--- src/rtl/keypad_if.sv ---
// Keypad pin and result bundle shared by the scanner and its consumer.
// master: scanner side (drives columns, reports keys); slave: keypad/consumer side.
interface keypad_if;
    logic [3:0] row;
    logic [3:0] col;
    logic [3:0] key;
    logic       key_detected;
    logic       key_pulse;

    modport master (
        input  row,
        output col,
        output key,
        output key_detected,
        output key_pulse
    );

    modport slave (
        output row,
        input  col,
        input  key,
        input  key_detected,
        input  key_pulse
    );
endinterface

--- src/rtl/keypad_scanner.sv ---
// 4x4 keypad column scanner with whole-scan debouncing and ghost rejection.
// Reports one committed key with a held flag and a one-cycle strobe on each new key.
module keypad_scanner #(
    parameter int SCAN_CYCLES    = 100000,
    parameter int DEBOUNCE_SCANS = 4
) (
    input  logic     clk,
    input  logic     rst,
    keypad_if.master kp
);

    localparam int SW = (SCAN_CYCLES > 1) ? $clog2(SCAN_CYCLES) : 1;
    localparam int CW = $clog2(DEBOUNCE_SCANS + 1);
    localparam logic [SW-1:0] SLOT_LAST = SW'(SCAN_CYCLES - 1);
    localparam logic [CW-1:0] CNT_MAX   = CW'(DEBOUNCE_SCANS);

    typedef enum logic [1:0] {
        RAW_NONE,
        RAW_KEY,
        RAW_MULTI
    } raw_kind_e;

    logic [SW-1:0] slot_cnt;
    logic [1:0]    col_idx;

    raw_kind_e     acc_kind, last_kind, commit_kind, scan_kind;
    logic [3:0]    acc_code, last_code, commit_code, scan_code;

    logic [CW-1:0] cnt, cnt_next;
    logic          commit_pend;
    logic          sample, scan_end, same, commit;
    logic [3:0]    lows;
    logic          row_single;
    logic [1:0]    row_idx;

    function automatic logic [3:0] key_code(input logic [1:0] c, input logic [1:0] r);
        case ({c, r})
            4'h0:    key_code = 4'h1;
            4'h1:    key_code = 4'h4;
            4'h2:    key_code = 4'h7;
            4'h3:    key_code = 4'h0;
            4'h4:    key_code = 4'h2;
            4'h5:    key_code = 4'h5;
            4'h6:    key_code = 4'h8;
            4'h7:    key_code = 4'hF;
            4'h8:    key_code = 4'h3;
            4'h9:    key_code = 4'h6;
            4'hA:    key_code = 4'h9;
            4'hB:    key_code = 4'hE;
            4'hC:    key_code = 4'hA;
            4'hD:    key_code = 4'hB;
            4'hE:    key_code = 4'hC;
            default: key_code = 4'hD;
        endcase
    endfunction

    always_comb begin
        sample     = (slot_cnt == SLOT_LAST);
        scan_end   = sample && (col_idx == 2'd3);
        lows       = ~kp.row;
        row_single = (lows != 4'b0000) && ((lows & (lows - 4'd1)) == 4'b0000);

        case (lows)
            4'b0010: row_idx = 2'd1;
            4'b0100: row_idx = 2'd2;
            4'b1000: row_idx = 2'd3;
            default: row_idx = 2'd0;
        endcase

        // A second low row anywhere in the scan, or several in one column, is MULTI.
        scan_kind = acc_kind;
        scan_code = acc_code;
        if (lows != 4'b0000) begin
            if (row_single && acc_kind == RAW_NONE) begin
                scan_kind = RAW_KEY;
                scan_code = key_code(col_idx, row_idx);
            end else begin
                scan_kind = RAW_MULTI;
                scan_code = '0;
            end
        end

        same = (scan_kind == last_kind) && (scan_code == last_code);
        if (same)
            cnt_next = (cnt == CNT_MAX) ? CNT_MAX : cnt + CW'(1);
        else
            cnt_next = CW'(1);

        // Commit only on the scan where the counter first reaches the threshold.
        commit = (cnt_next == CNT_MAX) && !(same && (cnt == CNT_MAX));
    end

    always_ff @(posedge clk) begin
        if (rst) begin
            slot_cnt        <= '0;
            col_idx         <= 2'd0;
            kp.col          <= 4'b1110;
            acc_kind        <= RAW_NONE;
            acc_code        <= '0;
            last_kind       <= RAW_NONE;
            last_code       <= '0;
            cnt             <= '0;
            commit_pend     <= 1'b0;
            commit_kind     <= RAW_NONE;
            commit_code     <= '0;
            kp.key          <= '0;
            kp.key_detected <= 1'b0;
            kp.key_pulse    <= 1'b0;
        end else begin
            kp.key_pulse <= 1'b0;
            commit_pend  <= 1'b0;

            if (sample) begin
                slot_cnt <= '0;
                col_idx  <= col_idx + 2'd1;
                kp.col   <= {kp.col[2:0], kp.col[3]};
            end else begin
                slot_cnt <= slot_cnt + SW'(1);
            end

            if (sample) begin
                if (scan_end) begin
                    acc_kind    <= RAW_NONE;
                    acc_code    <= '0;
                    last_kind   <= scan_kind;
                    last_code   <= scan_code;
                    cnt         <= cnt_next;
                    commit_pend <= commit;
                    commit_kind <= scan_kind;
                    commit_code <= scan_code;
                end else begin
                    acc_kind <= scan_kind;
                    acc_code <= scan_code;
                end
            end

            if (commit_pend) begin
                if (commit_kind == RAW_KEY) begin
                    kp.key          <= commit_code;
                    kp.key_detected <= 1'b1;
                    kp.key_pulse    <= !kp.key_detected || (kp.key != commit_code);
                end else begin
                    kp.key_detected <= 1'b0;
                end
            end
        end
    end

endmodule

--- src/flat_wrapper.sv ---
// flat-port wrapper written by rule: the top's interface ports become plain ports
module keypad_scanner_flat 
#(
    parameter int SCAN_CYCLES    = 100000,
    parameter int DEBOUNCE_SCANS = 4
)
  (clk, rst, kp_row, kp_col, kp_key, kp_key_detected, kp_key_pulse);
  keypad_if kp_i ();
  input  logic clk;
  input  logic rst;
  input wire logic [$bits(kp_i.row)-1:0] kp_row;
  output wire logic [$bits(kp_i.col)-1:0] kp_col;
  output wire logic [$bits(kp_i.key)-1:0] kp_key;
  output wire logic [$bits(kp_i.key_detected)-1:0] kp_key_detected;
  output wire logic [$bits(kp_i.key_pulse)-1:0] kp_key_pulse;
  assign kp_i.row = kp_row;
  assign kp_col = kp_i.col;
  assign kp_key = kp_i.key;
  assign kp_key_detected = kp_i.key_detected;
  assign kp_key_pulse = kp_i.key_pulse;
  keypad_scanner #(.SCAN_CYCLES(SCAN_CYCLES), .DEBOUNCE_SCANS(DEBOUNCE_SCANS)) u_core (.clk(clk), .rst(rst), .kp(kp_i));
endmodule
--- config.mk ---
export PLATFORM = sky130hd
export DESIGN_NAME = keypad_scanner_flat
export DESIGN_NICKNAME = d
export VERILOG_FILES = /design/src/rtl/keypad_if.sv /design/src/rtl/keypad_scanner.sv /design/src/flat_wrapper.sv
export SDC_FILE = /design/constraint.sdc
export NUM_CORES = 1
export LEC_CHECK = 0
export CORE_UTILIZATION = 40
export DETAILED_ROUTE_END_ITERATION = 8
export SLEW_MARGIN = 20
export SYNTH_ARGS = -nofsm -noshare
export SYNTH_HDL_FRONTEND = slang
export SYNTH_SLANG_ARGS = --single-unit
--- constraint.sdc ---
create_clock -name clk -period 6.8 [get_ports clk]
set_input_delay 1.7 -clock clk [delete_from_list [all_inputs] [get_ports clk]]
set_output_delay 1.7 -clock clk [all_outputs]
set_load 0.005 [all_outputs]
== Word-level counts from Yosys, hierarchy flattened ==
Memory sizes are Yosys's and may differ from the RTL's.
Index checks and enable logic that the tools add are counted.

* Register bits after elaboration: 45
* Bits in read-only memories: 64
* Output and inout port bits: 10
* Memories kept: 1

* Add/subtract/negate cells: 4
* Equal/unequal tests: 11
* Mux-type cells: 10
* Bitwise operators: 6
* Reduce and logical (&&, ||, !) cells: 17

{| class="wikitable"
|+ Memory list
! memory !! depth !! width !! read ports !! clocked after Yosys merged registers in !! wr ports !! RTL line !! text
|-
| (name not given) || 16 || 4 || 1 || 0 || 0 || keypad_scanner.sv:37 || <nowiki>case ({c, r})</nowiki>
|}

{| class="wikitable"
|+ Operators by type and width
! operator !! count
|-
| adder 17 x 1 -> 17 bit (second input constant) || 1
|-
| equality test 17 bit (second input constant) || 1
|-
| two-way mux 4 bit || 3
|-
| equality test 3 bit (second input constant) || 2
|-
| logical AND 1 bit || 6
|-
| two-way mux 2 bit || 3
|-
| two-way mux 3 bit || 2
|-
| case mux 2 bit (3 select lines) || 1
|-
| OR reduction 3 bit || 2
|-
| bitwise AND 4 bit || 1
|-
| equality test 4 x 2 -> 1 bit (second input constant) || 1
|-
| equality test 4 x 3 -> 1 bit (second input constant) || 1
|-
| equality test 4 bit || 1
|-
| equality test 4 bit (second input constant) || 1
|-
| logical NOT 4 bit || 1
|-
| != test 4 bit || 1
|-
| inverter 1 bit || 4
|-
| inverter 4 bit || 1
|-
| AND reduction 2 bit || 2
|-
| nonzero test 4 bit || 1
|-
| subtractor 4 x 1 -> 4 bit (second input constant) || 1
|-
| adder 3 x 1 -> 3 bit (second input constant) || 1
|-
| adder 2 x 1 -> 2 bit (second input constant) || 1
|-
| equality test 2 x 1 -> 1 bit (second input constant) || 1
|-
| other kinds (7) || 8
|}

== Longest topological paths before layout ==
Gate-level depths: netlist of run 1.

* Depth after elaboration: 13
* Depth in mapped cells: 11

== Worst setup path before layout of run 1 ==
OpenSTA, ideal clock, no wires.

* Path type: input to register
* Start: input port kp_row[3]
* End: register u_core.commit_pend
* Setup time: 0.087 ns
* Data arrival time: 3.631 ns
* Setup slack: 3.081 ns
* Stages on the path: 10
* Path through: buf_2 -> xor2_1 -> nand3_1 -> ha_1 -> mux2i_1 -> o21ai_1 -> a22o_1 -> xor2_1 -> nor4_2 -> nor4b_2

* Longest elaborated chain between the ends: 13

{| class="wikitable"
|+ RTL lines
! what !! RTL line !! text
|-
| from (decl) || flat_wrapper.sv:11 || <nowiki>input wire logic [$bits(kp_i.row)-1:0] kp_row;</nowiki>
|-
| inverter 4 bit (*) || keypad_scanner.sv:60 || <nowiki>lows = ~kp.row;</nowiki>
|-
| parallel branches: the longest is 8 deep, another holds memory read (16 x 4 bit) || n/a ||
|-
| logical AND 1 bit (*) || keypad_scanner.sv:83 || <nowiki>same = (scan_kind == last_kind) && (scan_code == last_code);</nowiki>
|-
| two-way mux 3 bit / logical AND 1 bit (equally long branches) || keypad_scanner.sv:84, keypad_scanner.sv:90 ||
|-
| equality test 3 bit / logical NOT 1 bit (equally long branches) || keypad_scanner.sv:90 || <nowiki>commit = (cnt_next == CNT_MAX) && !(same && (cnt == CNT_MAX));</nowiki>
|-
| logical AND 1 bit (*) || keypad_scanner.sv:90 ||
|-
| to (signal assigned) || keypad_scanner.sv:128 || <nowiki>commit_pend <= commit;</nowiki>
|-
| to (decl) || keypad_scanner.sv:30 || <nowiki>logic commit_pend;</nowiki>
|}

Mark *: on every way between the ends.
A chain may end at the register's enable or synchronous reset.

== Worst setup path after layout of run 1 ==
* Start: input port kp_row[2]
* End: register u_core.commit_pend

The elaborated chain is that of the path after synthesis.

==> results of run 1 <==
[power groups by stage]
stage	sequential, mW	combinational [mW]	clock, mW
floorplan	0.272	0.0234	0
global placement	0.272	0.0297	0
detailed placement	0.272	0.0302	0
CTS	0.266	0.0305	0.179
global route	0.267	0.0340	0.192
finish	0.266	0.0301	0.171
[per-layer routing]
layer / global-route usage, % / routed length [um] / vias to the layer above
met3: 4.48 / 149 / 8
met5: 0 / 0 / -
met2: 24.9 / 2020 / 31
met4: 4.73 / 56 / 0
met1: 23.4 / 2450 / 900
li1: - / - / 1004
[layout make-up]
class | instances | area (um^2) | share of cell area, %
flip-flops and latches | 45 | 901 | 33.9
clock buffers | 5 | 68.8 | 2.59
multi-input cells | 212 | 1400 | 52.6
well taps | 72 | 90.1 | 3.39
repair buffers | 16 | 158 | 5.94
inverters | 4 | 15.0 | 0.566
clock inverters | 3 | 25.0 | 0.943
[cell families after synthesis]
kind of cell / share of synthesized area (%)
compound gates: 14.2
xor+xnor: 9.15
fa+ha+maj: 4.55
buf+inv: 3.92
flops: 37.7
mux: 4.18
simple gates: 26.4
[cell usage after synthesis (all sizes together), types with 2 or more instances]
master	instances
nor2	35
or3	6
nor4	3
a22o	5
dfxtp	45
o211ai	2
ha	7
a32o	2
inv	4
nand2b	2
clkbuf	7
a211oi	2
a211o	3
and2	2
o21a	2
nor2b	5
nand4	4
nor3	6
nor3b	3
mux2i	10
and3	4
xnor2	8
and4	2
xor2	17
nand3	12
a21oi	14
maj3	2
nand3b	2
o21ai	12
buf	9
nand2	24
[worst max path at each step]
stage / end / slack [ns]
floorplan: u_core.commit_pend / 3.08
global placement: u_core.commit_pend / 2.22
detailed placement: u_core.commit_pend / 2.07
CTS: u_core.commit_pend / 2.38
global route: u_core.commit_pend / 2.10
finish: u_core.commit_pend / 2.36
[per-stage QoR]
stage	setup WS (ns)	hold WS (ns)	cell area [um^2]	instances
6_report	2.36	0.469	2660	357
3_3_place_gp	2.22	0.448	2560	349
5_1_grt	2.10	0.521	2660	357
2_1_floorplan	3.08	0.426	2390	277
3_5_place_dp	2.07	0.459	2560	349
4_1_cts	2.38	0.481	2660	357
[registers in the layout, summed over array words and instances, names as in the netlist]
| register | flops |
|---|---|
| u_core.acc_code | 4 |
| u_core.acc_kind | 2 |
| u_core.cnt | 3 |
| u_core.col_idx | 2 |
| u_core.commit_pend | 1 |
| u_core.kp.col | 4 |
| u_core.kp.key | 4 |
| u_core.kp.key_detected | 1 |
| u_core.kp.key_pulse | 1 |
| u_core.last_code | 4 |
| u_core.last_kind | 2 |
| u_core.slot_cnt | 17 |
==> results_dict.tcl, run 1 <==
set metrics [dict create \
    cts-resized-gates 0 \
    grt_pass1_vias 1770 \
    min-delay-start "u_core.slot_cnt[0]" \
    synth_top_area_cell "dfxtp_1" \
    drtAntennaViolNets 0 \
    syn_nets 290 \
    clockBufferDepth 2 \
    cp.depth 11 \
    via_count 1943 \
    drc 0 \
    power.total_uw 467 \
    die_area_mm2 0.00629 \
    synth-async-reset-ratio_pct 0 \
    internal_power_uw 351 \
    grt_usage_pct 16.7 \
    antenna_found_initial 0 \
    dr.first_iter.drc_count 139 \
    synth.area.top_cells "dfxtp_1, xor2_1, nor2_1" \
    r2r_end "u_core.acc_kind[0]" \
    area_growth_pct 11.0 \
    syn_area_per_cell_um2 8.64 \
    power_frac_comb_pct 6.4 \
    cp_max_fo 16 \
    drive_gt1_share_pct 6.32 \
    start_util_pct 42.4 \
    num_rows 27 \
    grt_pass1_wl_mm 8.31 \
    synth_cell_types 57 \
    die_h_um 79.3 \
    skew_ns 0.0175 \
    clk_latency_ns 0.31 \
    layout_common_cells "dfxtp_1, nor2_1, nand2_1, xor2_1, clkdlybuf4s50_1" \
    crit_start "kp_row[2]" \
    place.port_buffers 15 \
    relSlewSlack_pct 41.8 \
    cts_buffers 5 \
    worstPathRequired_ns 7.03 \
    crit_path_frequent_cell "nor2_1" \
    yosysWarnings 0 \
    max_stage_delay_ns 0.79 \
    regToRegSetupSlack_ns 4.35 \
    ys_ff_latch 45 \
    clk_pin_slew_worst_paths_ns 0.10 \
    design.core.area_mm2 0.00564 \
    fmax_mhz 225 \
    gp_congestion 0.817 \
    p_per_area_mw_per_mm2 176 \
    whs_path_depth 1 \
    via_per_inst 5.44 \
    path_buf_inv 1 \
    rsz0062_at_grt "false" \
    crit_family "simple AND/OR/NAND/NOR gates" \
    p_sw_share_pct 24.8 \
    slowest_stage "clkdlybuf4s50_1" \
    holdPathEnd "u_core.slot_cnt[0]" \
    cts_hold_buf 0 \
    crit_path_end_kind "register" \
    final_util_pct 47.1 \
    cp-start-kind "input pin" \
    io_pins 16 \
    yosysSeqAreaShare_pct 37.7 \
    grt_overflow_total 0 \
    slew_viol_final 0 \
    synth_edf_count 0 \
    n_fill_cell 572 \
    power_frac_clock_pct 36.6 \
    layout_worst_path_cycle_share_pct 65.3 \
    switchingPower_uw 116 \
    fin_crit_ns 4.44 \
    dp_hpwl_mm 3.39 \
    cp_cell_sequence "clkdlybuf4s50_1, xnor2_1, nor2_1, ha_1, nor2_1, a41oi_1, o21ai_0, a2bb2oi_1, xor2_1, nor4_2, nor4b_2" \
    layout_commonest_cell "dfxtp_1" \
    yosys_most_used_dff "dfxtp_1" \
    timing.rr.start "u_core.slot_cnt[13]" \
    firstDrtPassIters 4 \
    synth_top_cell_area_share_pct 37.7 \
    antenna_cells 0 \
    setup_violations 0 \
    drv_cap 0 \
    cp.arrival_ns 4.66 \
    status "finished, final reports clean" \
    finalHoldViolations 0 \
    cts_sinks 45 \
    htreeDepth 2 \
    grt_start_max_net_pins 29 \
    wl_per_cell_um 13.1 \
    netlist_instances 277 \
    finalSetupTns_ns 0 \
    cts_setup_buffers 0 \
    root_buffer "clkbuf_8" \
    seq_power_share_pct 56.9 \
    p_leak_nw 0.950 \
    die_w_um 79.3 \
    ff2ff_path_depth 7 \
    critPathKind "input pin to register" \
    tritoncts "done" \
    final_nets 297 \
    wl_mm 4.67 \
    hold_class "register to register" \
    syn_area_mm2 0.00239 \
    worst_pin_slew_ns 0.869 \
    irDropWorstVdd_mv 0.108 \
]
Power figures use the tool's default switching activity.
==> run 2, diff against run 1 <==
Clock period 6.8 ns to 4.1 ns, I/O delays scaled along.
==> run 2 against run 1 <==
Register-to-register slack got worse by 2.6 ns. Setup slack worse by 1.8 ns. Critical path depth stayed put. Non-clock buffer count increased by 4. Clock skew decreased by 0.011 ns. Clock power is 88% higher. Final cell count is 0.84% higher. Die area did not move. Sequential share of layout area down 0.50 points. Count of clock-buffer cells in the layout unchanged. Highest routed layer unchanged.
==> results_dict.tcl, run 2 (synthesis results as in run 1) <==
set metrics [dict create \
    area_growth_pct 12.7 \
    finalHoldViolations 0 \
    wl_mm 4.62 \
    power_frac_clock_pct 39.4 \
    seq_power_share_pct 54.0 \
    irDropWorstVdd_mv 0.145 \
    clk_latency_ns 0.30 \
    die_area_mm2 0.00629 \
    fin_area_mm2 0.00270 \
    power.total_uw 817 \
    rsz0062_at_grt "false" \
    fmax_mhz 286 \
    p_sw_share_pct 21.8 \
    io_pins 16 \
    fin_hold_ws_ns 0.470 \
    worst_pin_slew_ns 0.854 \
    crit_path_end_kind "register" \
    cp_max_fo 6 \
    grt_usage_pct 16.2 \
    seq_area_um2 901 \
    grt_pass1_wl_mm 8.09 \
    skew_ns 0.00651 \
    cp-start-kind "input pin" \
    drtAntennaViolNets 0 \
    n_fill_cell 583 \
    tritoncts "done" \
    clk_pin_slew_worst_paths_ns 0.08 \
    cts_setup_buffers 0 \
    layout_common_cells "dfxtp_1, nor2_1, nand2_1, xor2_1, clkdlybuf4s50_1" \
    grt_start_max_net_pins 20 \
    p_per_area_mw_per_mm2 303 \
    hold_class "register to register" \
    power_frac_comb_pct 6.5 \
    dr.first_iter.drc_count 94 \
    worstPathRequired_ns 4.31 \
    antenna_found_initial 0 \
    cts_hold_buf 0 \
    num_rows 27 \
    cts_buffers 5 \
    cts_sinks 45 \
    critPathKind "input pin to register" \
    antenna_cells 0 \
    design.core.area_mm2 0.00564 \
    dp_hpwl_mm 3.37 \
    firstDrtPassIters 4 \
    status "finished, final reports clean" \
    place.port_buffers 15 \
    multi_input_area_mm2 0.00140 \
    cp.arrival_ns 3.71 \
    grt_pass1_vias 1801 \
    htreeDepth 2 \
    top_register "u_core.slot_cnt" \
    grt_overflow_total 0 \
    post-place-ws_ns 0.317 \
    layout_worst_path_cycle_share_pct 85.4 \
    largest_reg_flops 17 \
    setup_slack_ns 0.598 \
    slew_viol_final 0 \
    setup_violations 0 \
    via_count 1910 \
    layout_commonest_cell "dfxtp_1" \
    root_buffer "clkbuf_8" \
    die_w_um 79.3 \
    gp_congestion 0.745 \
    die_h_um 79.3 \
    p_leak_nw 0.979 \
    internal_power_uw 639 \
    cts-resized-gates 0 \
    drive_gt1_share_pct 7.29 \
    drc 0 \
    switchingPower_uw 178 \
    relSlewSlack_pct 42.7 \
    wl_per_cell_um 12.8 \
    clockBufferDepth 2 \
    fin_crit_ns 3.50 \
    finalSetupTns_ns 0 \
    drv_cap 0 \
    final_nets 301 \
    start_util_pct 42.4 \
    via_per_inst 5.31 \
    dpl_cell_area_mm2 0.00259 \
]
## run 2: changes by cell type in the layout (fill, tap and decap cells not counted)
| cell | delta |
|---|---|
| bufinv_16 | +1 |
| clkinv_4 | -1 |
| buf_4 | +4 |
| clkinv_2 | +1 |
| inv_6 | -1 |
| clkinvlp_4 | -1 |
## run 2: power by group through the flow
stage                     clock (mW)  combinational (mW)  sequential, mW
after floorplan                    0              0.0388           0.451
after global placement             0              0.0530           0.452
after detailed placement           0              0.0535           0.452
after CTS                      0.332              0.0537           0.441
after global routing           0.347              0.0599           0.442
final                          0.322              0.0534           0.441
## run 2: routing by layer
layer / vias to the layer above / track usage, % / routed length, um
met5: - / 0 / 0
met4: 0 / 6.00 / 62
met3: 6 / 2.76 / 117
met2: 19 / 25.9 / 1990
met1: 890 / 21.8 / 2460
li1: 995 / - / -
## run 2: path summary, 6_finish.rpt
check	from	to	slack [ns]	cells after the start
worst min register to register	u_core.slot_cnt[0]	u_core.slot_cnt[0]	0.47	1
worst min-delay path	u_core.slot_cnt[0]	u_core.slot_cnt[0]	0.47	1
worst max-delay path	kp_row[3]	u_core.commit_pend	0.60	11
worst max register to register	u_core.slot_cnt[13]	u_core.acc_kind[1]	1.71	7
## run 2: through the flow
stage          utilization, %  cells
5_1_grt                  47.8    360
2_1_floorplan               -    277
3_5_place_dp             45.9    353
6_report                 47.8    360
4_1_cts                  47.8    360
3_3_place_gp             45.9    353
## run 2: area by class of cell
class	count	share of cell area (%)
multi-input combinational	212	51.9
sequential	45	33.4
timing repair buffer	20	6.96
tap	72	3.34
clock buffer	5	2.55
clock inverter	2	1.30
inverter	4	0.557
## run 2: critical path, cell delays in order
cell and delay, ns:
clkdlybuf4s50_1 0.53, xnor2_1 0.11, nor2_1 0.38, ha_1 0.32, nor2_1 0.09, a41oi_1 0.05
o21ai_0 0.18, a2bb2oi_1 0.34, xor2_1 0.15, nor4_2 0.27, nor4b_2 0.25
==> run 3, diff against run 2 <==
Settings changed: HOLD_SLACK_MARGIN from default to 0.08.
==> results of run 3 <==
Final layout, timing and power as in run 2 (identical DEF).
